--- src/rtl/ppm_pkg.sv ---
// -----------------------------------------------------------------------------
// ppm_pkg
// Shared constants for the PPM frame scheduler.
//   POS_W       width of a pulse position (one slot = 2**POS_W ticks)
//   SLOT_TICKS  ticks per slot
//   IDX_W       width of a channel / slot index (up to 8 channels)
//   PRESC_W     width of the tick prescaler
//   ST_*        FSM state encodings, carried on state_t
// -----------------------------------------------------------------------------
package ppm_pkg;

   localparam int POS_W      = 8;
   localparam int SLOT_TICKS = 256;
   localparam int IDX_W      = 3;
   localparam int PRESC_W    = 16;

   typedef logic [1:0] state_t;

   localparam state_t ST_IDLE = 2'd0;
   localparam state_t ST_SYNC = 2'd1;
   localparam state_t ST_SLOT = 2'd2;

endpackage

--- src/rtl/ppm_rr_arbiter.sv ---
// -----------------------------------------------------------------------------
// ppm_rr_arbiter
// Purely combinational round-robin pick. Search starts at i_last_grant+1 and
// wraps modulo NCH; the first requesting channel wins.
//   i_req         per-channel request
//   i_last_grant  channel granted most recently
//   o_grant       one-hot grant (all zero when nobody requests)
// -----------------------------------------------------------------------------
module ppm_rr_arbiter
   import ppm_pkg::*;
#(
   parameter int NCH = 4
) (
   input  logic [NCH-1:0]   i_req,
   input  logic [IDX_W-1:0] i_last_grant,
   output logic [NCH-1:0]   o_grant
);

   logic w_found;

   // Two passes replace a modulo search: first the channels above the last
   // winner, then wrap around to channel 0 up to the last winner itself.
   always_comb begin
      o_grant = '0;
      w_found = 1'b0;
      for (int i = 0; i < NCH; i++) begin
         if (!w_found && (i > int'(i_last_grant)) && i_req[i]) begin
            o_grant[i] = 1'b1;
            w_found    = 1'b1;
         end
      end
      for (int i = 0; i < NCH; i++) begin
         if (!w_found && (i <= int'(i_last_grant)) && i_req[i]) begin
            o_grant[i] = 1'b1;
            w_found    = 1'b1;
         end
      end
   end

endmodule

--- src/rtl/ppm_frame_sched.sv ---
// -----------------------------------------------------------------------------
// ppm_frame_sched
// Shares one PPM pulse timeline between NCH requesters. A frame is a sync
// interval of SYNC_TICKS ticks followed by NCH slots of 256 ticks. At the start
// of every slot one pending requester is granted round-robin, its position is
// latched and one pulse is emitted at that position inside the slot.
//
// Ports
//   clk, rst_n     clock, asynchronous active-low reset
//   enable         allow new frames to start
//   req_valid[i]   channel i has a pulse pending
//   req_pos        channel i position at bits [8i+7:8i]
//   req_ready[i]   one-clk accept strobe for channel i
//   pulse_out      PPM pulse, one tick period wide, one clk behind the count
//   sync_out       high during the sync interval
//   frame_start    one-clk strobe on entry to SYNC
//   busy           FSM not IDLE (doubles as a state debug view)
//   slot_idx       current slot, 0 outside SLOT
//
// Handshake: a channel raises req_valid with a stable req_pos and keeps both
// until it sees req_ready; the transfer happens in the clk where
// req_valid & req_ready are both high. req_ready is only ever asserted in the
// first clk of a slot and for at most one channel.
// -----------------------------------------------------------------------------
module ppm_frame_sched
   import ppm_pkg::*;
#(
   parameter int NCH        = 4,
   parameter int PRESC      = 1,
   parameter int SYNC_TICKS = 16
) (
   input  logic                 clk,
   input  logic                 rst_n,
   input  logic                 enable,
   input  logic [NCH-1:0]       req_valid,
   input  logic [POS_W*NCH-1:0] req_pos,
   output logic [NCH-1:0]       req_ready,
   output logic                 pulse_out,
   output logic                 sync_out,
   output logic                 frame_start,
   output logic                 busy,
   output logic [IDX_W-1:0]     slot_idx
);

   localparam logic [PRESC_W-1:0] PRESC_LAST = PRESC_W'(PRESC - 1);
   localparam logic [POS_W-1:0]   SYNC_LAST  = POS_W'(SYNC_TICKS - 1);
   localparam logic [POS_W-1:0]   SLOT_LAST  = POS_W'(SLOT_TICKS - 1);
   localparam logic [IDX_W-1:0]   LAST_CH    = IDX_W'(NCH - 1);

   state_t             r_state;
   logic [PRESC_W-1:0] r_presc;
   logic [POS_W-1:0]   r_sync_cnt;
   logic [POS_W-1:0]   r_slot_cnt;
   logic [IDX_W-1:0]   r_slot_idx;
   logic [IDX_W-1:0]   r_last_grant;
   logic               r_arb;
   logic               r_slot_vld;
   logic [POS_W-1:0]   r_pos;
   logic               r_pulse;
   logic               r_sync;
   logic               r_fstart;

   logic               w_tick;
   logic               w_start;
   logic               w_arb_clk;
   logic [NCH-1:0]     w_grant;
   logic               w_gnt_any;
   logic [POS_W-1:0]   w_sel_pos;
   logic [IDX_W-1:0]   w_sel_idx;
   logic               w_cur_vld;
   logic [POS_W-1:0]   w_cur_pos;

   ppm_rr_arbiter #(
      .NCH (NCH)
   ) u_arb (
      .i_req        (req_valid),
      .i_last_grant (r_last_grant),
      .o_grant      (w_grant)
   );

   assign w_tick    = (r_state != ST_IDLE) && (r_presc == PRESC_LAST);
   assign w_start   = enable && (|req_valid);
   assign w_arb_clk = (r_state == ST_SLOT) && r_arb;
   assign w_gnt_any = |w_grant;

   always_comb begin
      w_sel_pos = '0;
      w_sel_idx = '0;
      for (int i = 0; i < NCH; i++) begin
         if (w_grant[i]) begin
            w_sel_pos = req_pos[i*POS_W +: POS_W];
            w_sel_idx = IDX_W'(i);
         end
      end
   end

   // In the arbitration clk the grant is not latched yet; use it directly so
   // a position of 0 still pulses in the first tick period of the slot.
   assign w_cur_vld = r_arb ? w_gnt_any : r_slot_vld;
   assign w_cur_pos = r_arb ? w_sel_pos : r_pos;

   always_ff @(posedge clk or negedge rst_n) begin
      if (!rst_n) begin
         r_state      <= ST_IDLE;
         r_presc      <= '0;
         r_sync_cnt   <= '0;
         r_slot_cnt   <= '0;
         r_slot_idx   <= '0;
         r_last_grant <= LAST_CH;
         r_arb        <= 1'b0;
         r_slot_vld   <= 1'b0;
         r_pos        <= '0;
         r_pulse      <= 1'b0;
         r_sync       <= 1'b0;
         r_fstart     <= 1'b0;
      end else begin
         r_fstart <= 1'b0;

         // Prescaler only runs inside a frame, so every frame starts aligned.
         if ((r_state == ST_IDLE) || w_tick) begin
            r_presc <= '0;
         end else begin
            r_presc <= r_presc + PRESC_W'(1);
         end

         if (w_arb_clk) begin
            r_arb      <= 1'b0;
            r_slot_vld <= w_gnt_any;
            if (w_gnt_any) begin
               r_pos        <= w_sel_pos;
               r_last_grant <= w_sel_idx;
            end
         end

         r_pulse <= (r_state == ST_SLOT) && w_cur_vld && (r_slot_cnt == w_cur_pos);

         case (r_state)
            ST_IDLE: begin
               if (w_start) begin
                  r_state    <= ST_SYNC;
                  r_sync_cnt <= '0;
                  r_sync     <= 1'b1;
                  r_fstart   <= 1'b1;
               end
            end
            ST_SYNC: begin
               if (w_tick) begin
                  if (r_sync_cnt == SYNC_LAST) begin
                     r_state    <= ST_SLOT;
                     r_sync     <= 1'b0;
                     r_slot_idx <= '0;
                     r_slot_cnt <= '0;
                     r_arb      <= 1'b1;
                     r_slot_vld <= 1'b0;
                  end else begin
                     r_sync_cnt <= r_sync_cnt + POS_W'(1);
                  end
               end
            end
            ST_SLOT: begin
               if (w_tick) begin
                  // 8-bit counter wraps to 0 on its own at the slot boundary.
                  r_slot_cnt <= r_slot_cnt + POS_W'(1);
                  if (r_slot_cnt == SLOT_LAST) begin
                     r_slot_vld <= 1'b0;
                     if (r_slot_idx < LAST_CH) begin
                        r_slot_idx <= r_slot_idx + IDX_W'(1);
                        r_arb      <= 1'b1;
                     end else begin
                        r_slot_idx <= '0;
                        if (w_start) begin
                           r_state    <= ST_SYNC;
                           r_sync_cnt <= '0;
                           r_sync     <= 1'b1;
                           r_fstart   <= 1'b1;
                        end else begin
                           r_state <= ST_IDLE;
                        end
                     end
                  end
               end
            end
            default: r_state <= ST_IDLE;
         endcase
      end
   end

   assign req_ready   = w_arb_clk ? w_grant : '0;
   assign pulse_out   = r_pulse;
   assign sync_out    = r_sync;
   assign frame_start = r_fstart;
   assign busy        = (r_state != ST_IDLE);
   assign slot_idx    = r_slot_idx;

endmodule
--- config.mk ---
export PLATFORM = sky130hd
export DESIGN_NAME = ppm_frame_sched
export DESIGN_NICKNAME = d
export VERILOG_FILES = /design/src/rtl/ppm_pkg.sv /design/src/rtl/ppm_rr_arbiter.sv /design/src/rtl/ppm_frame_sched.sv
export SDC_FILE = /design/constraint.sdc
export NUM_CORES = 1
export LEC_CHECK = 0
export ABC_AREA = 0
export CAP_MARGIN = 5
export CORE_MARGIN = 4
export CORE_UTILIZATION = 25
export DETAILED_ROUTE_END_ITERATION = 16
export SLEW_MARGIN = 10
export SYNTH_ARGS = -nofsm -noshare
export SYNTH_HDL_FRONTEND = slang
export SYNTH_SLANG_ARGS = --single-unit
export TNS_END_PERCENT = 1
--- constraint.sdc ---
create_clock -name clk -period 2.5 [get_ports clk]
set_input_delay 0.5 -clock clk [delete_from_list [all_inputs] [get_ports clk]]
set_output_delay 0.5 -clock clk [all_outputs]
set_load 0.05 [all_outputs]
[After elaboration in Yosys (flattened, before gate mapping)]
Index checks and enable logic that the tools add are counted.
Word-level totals
  word-level logic and storage cells: 145
  input port bits: 39
  flip-flop bits (word level): 53
  output and inout port bits: 11
Operators by class
  reductions and logical operators: 37
  muxes and demuxes: 73
  $lt $le $gt $ge: 7
  $add $sub $neg: 4
  equal/unequal tests: 12
Operator list (count)
  8-bit 2-to-1 mux: 14
  1-bit 2-to-1 mux: 36
  8-bit one-hot mux with 3 select lines: 1
  3-bit 2-to-1 mux: 7
  6-bit AND reduction: 3
  1-bit logical AND: 17
  16-bit by 1-bit adder with 16-bit output, second input constant: 1
  8-bit by 1-bit adder with 8-bit output, second input constant: 2
  16-bit zero test: 1
  16-bit 2-to-1 mux: 1
  8-bit one-hot mux with 2 select lines: 1
  2-bit 2-to-1 mux: 6
  2-bit inequality test, second input constant: 6
  8-bit by 4-bit == test with 1-bit output, second input constant: 1
  8-bit == test: 1
  8-bit == test, second input constant: 1
  4-bit OR reduction: 2
  2-bit by 3-bit > comparator with 1-bit output, first input constant: 2
  2-bit by 3-bit less-or-equal comparator with 1-bit output, first input constant: 2
  1-bit zero test: 6
  1-bit one-hot mux with 2 select lines: 3
  2-bit one-hot mux with 3 select lines: 1
  3-bit one-hot mux with 2 select lines: 1
  5-bit AND reduction: 1
  15 further kinds: 16

[Longest topological paths before layout]
  word-level depth: 31
  gate-level depth with buffers: 10
  gate-level depth less buffers: 9

[Hierarchy]
Synthesis repeated with hierarchy kept, for this count alone.
Unflattened totals
  cells, all modules: 381
  area, all modules: 3405.8 µm²
By module, submodules not included
  ppm_frame_sched: cells an instance 361, area each 3275.6 µm², seq. area each 1303.8 µm², times used 1
  ppm_rr_arbiter: cells an instance 20, area each 130.1 µm², seq. area each 0.0 µm², times used 1

[Worst setup path before layout]
No wires, ideal clock.
  path kind: input-to-output
  start: input req_valid[3]
  end: output req_ready[1]
  required time: 2000 ps
  slack: -152 ps
  path buffers: 1
  arrival time: 2152 ps
  stages on the path: 5
  cell sequence: clkbuf_2 or3_1 o221ai_2 and2_0 nor2b_1
Between the ends
  word-level cells in the longest chain between the ends: 10
Ends and longest elaborated chain
  start: declaration: RTL line ppm_frame_sched.sv:35  | input logic [NCH-1:0] req_valid,
  1-bit logical AND (*): RTL line ppm_rr_arbiter.sv:27  | if (!w_found && (i > int'(i_last_grant)) && i_req[i]) begin
  1-bit 2-to-1 mux (*): RTL line ppm_rr_arbiter.sv:27
  1-bit zero test: RTL line ppm_rr_arbiter.sv:33  | if (!w_found && (i <= int'(i_last_grant)) && i_req[i]) begin
  1-bit logical AND: RTL line ppm_rr_arbiter.sv:33
  1-bit 2-to-1 mux (*): RTL line ppm_rr_arbiter.sv:33
  1-bit zero test (*): RTL line ppm_rr_arbiter.sv:33
  1-bit logical AND (*) (2 in series): RTL line ppm_rr_arbiter.sv:33
  1-bit 2-to-1 mux (*): RTL line ppm_rr_arbiter.sv:33
  4-bit 2-to-1 mux (*): RTL line ppm_frame_sched.sv:188  | assign req_ready = w_arb_clk ? w_grant : '0;
  end: declaration: RTL line ppm_frame_sched.sv:37  | output logic [NCH-1:0] req_ready,
Mark *: on every way between the ends. The rest lies on a longest branch, timed or not.

[Worst setup path after layout]
Ends and elaborated chain as after synthesis.

==> flow_summary_export.csv <==
group,metric,value,unit
run_status,status,"finished clean",
floorplanning,fp.dieH,128,um
sta,finalSetupViolCount,0,
finish,mostFrequentLayoutCells,"60 x buf_4, 50 x dfrtp_1, 44 x nor2_1",
synth,synth_seq_cells,52,
worst_setup_path,path_delay_family,"simple AND/OR/NAND/NOR gates",
job,max_cap_violations,0,
routing,viasPerCell,4.95,
finish,diodes,0,
worst_setup_path,crit_buf_inv,2,
placed_design,io_buffers,49,
power,leakage,2.09,nW
clocking,clockBufferDepth,2,
sta,timing.final.crit_period,2.43,ns
clocking,holdBufCountCts,0,
clocking,cts_max_level,2,
sta,fin_crit_sh,0.973,
grt,grt_pass1_wl,16.7,mm
sta,fmax,411,MHz
synth,syn_area,3620,sq um
finish,final_nets,565,
worst_setup_path,path_cells,"dlygate4sd2_1 -> or3_1 -> o221ai_4 -> and2_4 -> nor2b_4 -> buf_12",
routing,drc_errors,0,
worst_setup_path,end_kind,"output port",
synth,syn_avg_cell_area,8.62,sq um
sta,tightest_slew,0.603,ns
worst_setup_path,reg2reg_from,"r_presc[1]$_DFF_PN0_",
worst_setup_path,reg2reg_depth,9,
placed_design,globalplace.congestion,0.879,
finish,final_cells,697,
power,powerDensity,530,nW/um^2
worst_setup_path,cp-start-kind,"primary input",
placed_design,dp_cells,680,
routing,ant_nets,0,
synth,ys_types,65,
floorplanning,start_util,0.258,
clocking,clock-root-buffer,"clkbuf_16",
grt,antenna_found_initial,0,
floorplanning,die_area,16500,sq um
floorplanning,fp-row-count,43,
synth,syn_inst,420,
clocking,path_clk_slew,0.07,ns
synth,synth_nets,469,
grt,grt_max_degree,25,
floorplanning,coreArea,14000,sq um
worst_setup_path,max_stage_delay,0.43,ns
finish,syn_to_final_growth,38.8,%
sta,finalHoldViolCount,0,
grt,grt_overflow,0,
sta,slew_viol_final,0,
floorplanning,die_w,128,um
routing,drt_iter0_drc,242,
routing,wl_per_cell,14.9,um
min_path,min_path_type,"in -> async",
worst_setup_path,rrSetupSlack,0.13,ns
synth,synth_edf_count,0,
sta,finClkSkew,0.00622,ns
worst_setup_path,startpoint,"req_valid[3]",
grt,first_global_vias,3375,
finish,multiInputGateArea,2280,sq um
power,peakVddDrop,323,uV
clocking,tritoncts,"done",
finish,register_area,1300,sq um
routing,wl,10.4,mm
worst_setup_path,worstPathRequired,2.00,ns
finish,drive_above_1_share,0.242,
worst_setup_path,cp_slowest_cell,"or3_1",
sta,slew_headroom,0.598,
synth,ys_warn_count,0,
worst_setup_path,worstSetupPathDepth,6,
clocking,insertion_delay,0.30,ns
synth,yosysSeqAreaShare,0.360,
routing,drtPass1Iterations,4,
routing,via_count,3449,
synth,postSynth.asyncResetShare,1.00,
clocking,cts_buffers,5,
finish,n_fill_cell,1390,
worst_setup_path,endpoint,"req_ready[1]",
grt,grt_use_total,0.123,
worst_setup_path,path_class,"in -> out",
worst_setup_path,r2r-end,"r_state[0]$_DFFE_PN0P_",
worst_setup_path,crit_fanout,7,
placed_design,dp_hpwl,7.71,mm
floorplanning,io-pin-count,50,
worst_setup_path,worst-endpoint-arrival,1.93,ns
finish,fin_util,0.358,
finish,final_common_cell,"buf_4",
synth,ys.flop_type,"dfrtp_1",
clocking,clock_sinks,52,
[where the power goes]
| part | switching, W | total, W | internal [W] | leakage (nW) |
|---|---|---|---|---|
| combinational | 0.000527 | 0.00101 | 0.000480 | 1.33 |
| sequential | 0.0000480 | 0.000944 | 0.000896 | 0.690 |
| clock | 0.000334 | 0.000710 | 0.000376 | 0.0742 |
| total | 0.000909 | 0.00266 | 0.00175 | 2.09 |
[through the flow]
step	instance area [sq um]	power, W	hold slack [ns]	setup TNS (ns)	setup slack, ns
4_1_cts	4910	0.00266	0.228	-0.0716	-0.0377
5_1_grt	5020	0.00282	0.250	-0.0817	-0.0341
3_3_place_gp	4690	0.00190	0.495	-4.61	-0.400
6_report	5020	0.00266	0.208	0	0.0686
2_1_floorplan	3620	0.00152	0.204	-0.0464	-0.0464
3_5_place_dp	4690	0.00192	0.510	-5.03	-0.472
[layer usage]
metal,global-route usage,share of wire
met1,0.176,0.48
met2,0.198,0.47
met3,0.0233,0.045
met4,0.0169,0.0084
met5,0,0
[area by class of cell]
cell class,count,share of cell area
Clock inverter,3,0.00448
Inverter,18,0.0135
Multi-Input combinational cell,329,0.455
Tap cell,180,0.0448
Sequential cell,52,0.260
Clock buffer,5,0.0249
Timing Repair Buffer,110,0.198
[what timing repair did]
action	in CTS	in global routing
hold endpoints to repair	0	0
setup endpoints to repair	8	15
resized for setup	15	16
pin swaps	2	7
setup buffers	3	6
[cells by family after synthesis]
| family | count (synthesis) | synth area share |
|---|---|---|
| AOI/OAI and AO/OA | 112 | 0.221 |
| adders and majority gates | 10 | 0.0346 |
| and+or+nand+nor | 181 | 0.275 |
| muxes | 6 | 0.0197 |
| xor gates and xnor gates | 20 | 0.0484 |
| DFF | 52 | 0.360 |
| buffers and inverters | 39 | 0.0418 |
[flip-flops by register name (all words and copies together), names as in the netlist]
signal,count
r_presc,16
r_pos,8
r_slot_cnt,8
r_sync_cnt,8
slot_idx,3
r_last_grant,2
r_state,2
frame_start,1
pulse_out,1
r_arb,1
r_slot_vld,1
sync_out,1
[Yosys cell counts (all sizes together) (7+ instances only)]
library cell	instances	area [sq um]
dfrtp	50	1250
xnor2	11	96.3
and3	17	106
inv	18	67.6
nand3	18	90.1
a21o	10	75.1
xor2	9	78.8
nor2b	7	43.8
nor3	7	46.3
nor4	10	103
clkbuf	18	68.8
ha	10	125
nand4	8	56.3
o21ai	29	149
nor2	46	173
nand2	36	135
a21oi	18	93.8
[how the worst min path moves through the flow]
| stage | slack [ns] | to |
|---|---|---|
| floorplan | 0.20 | frame_start$_DFF_PN0_ |
| global placement | 0.50 | r_sync_cnt[1]$_DFFE_PN0P_ |
| detailed placement | 0.51 | r_sync_cnt[1]$_DFFE_PN0P_ |
| CTS | 0.23 | r_presc[5]$_DFF_PN0_ |
| global route | 0.25 | r_presc[5]$_DFF_PN0_ |
| finish | 0.21 | r_presc[5]$_DFF_PN0_ |
No activity file was read; power rests on OpenSTA's default activity.
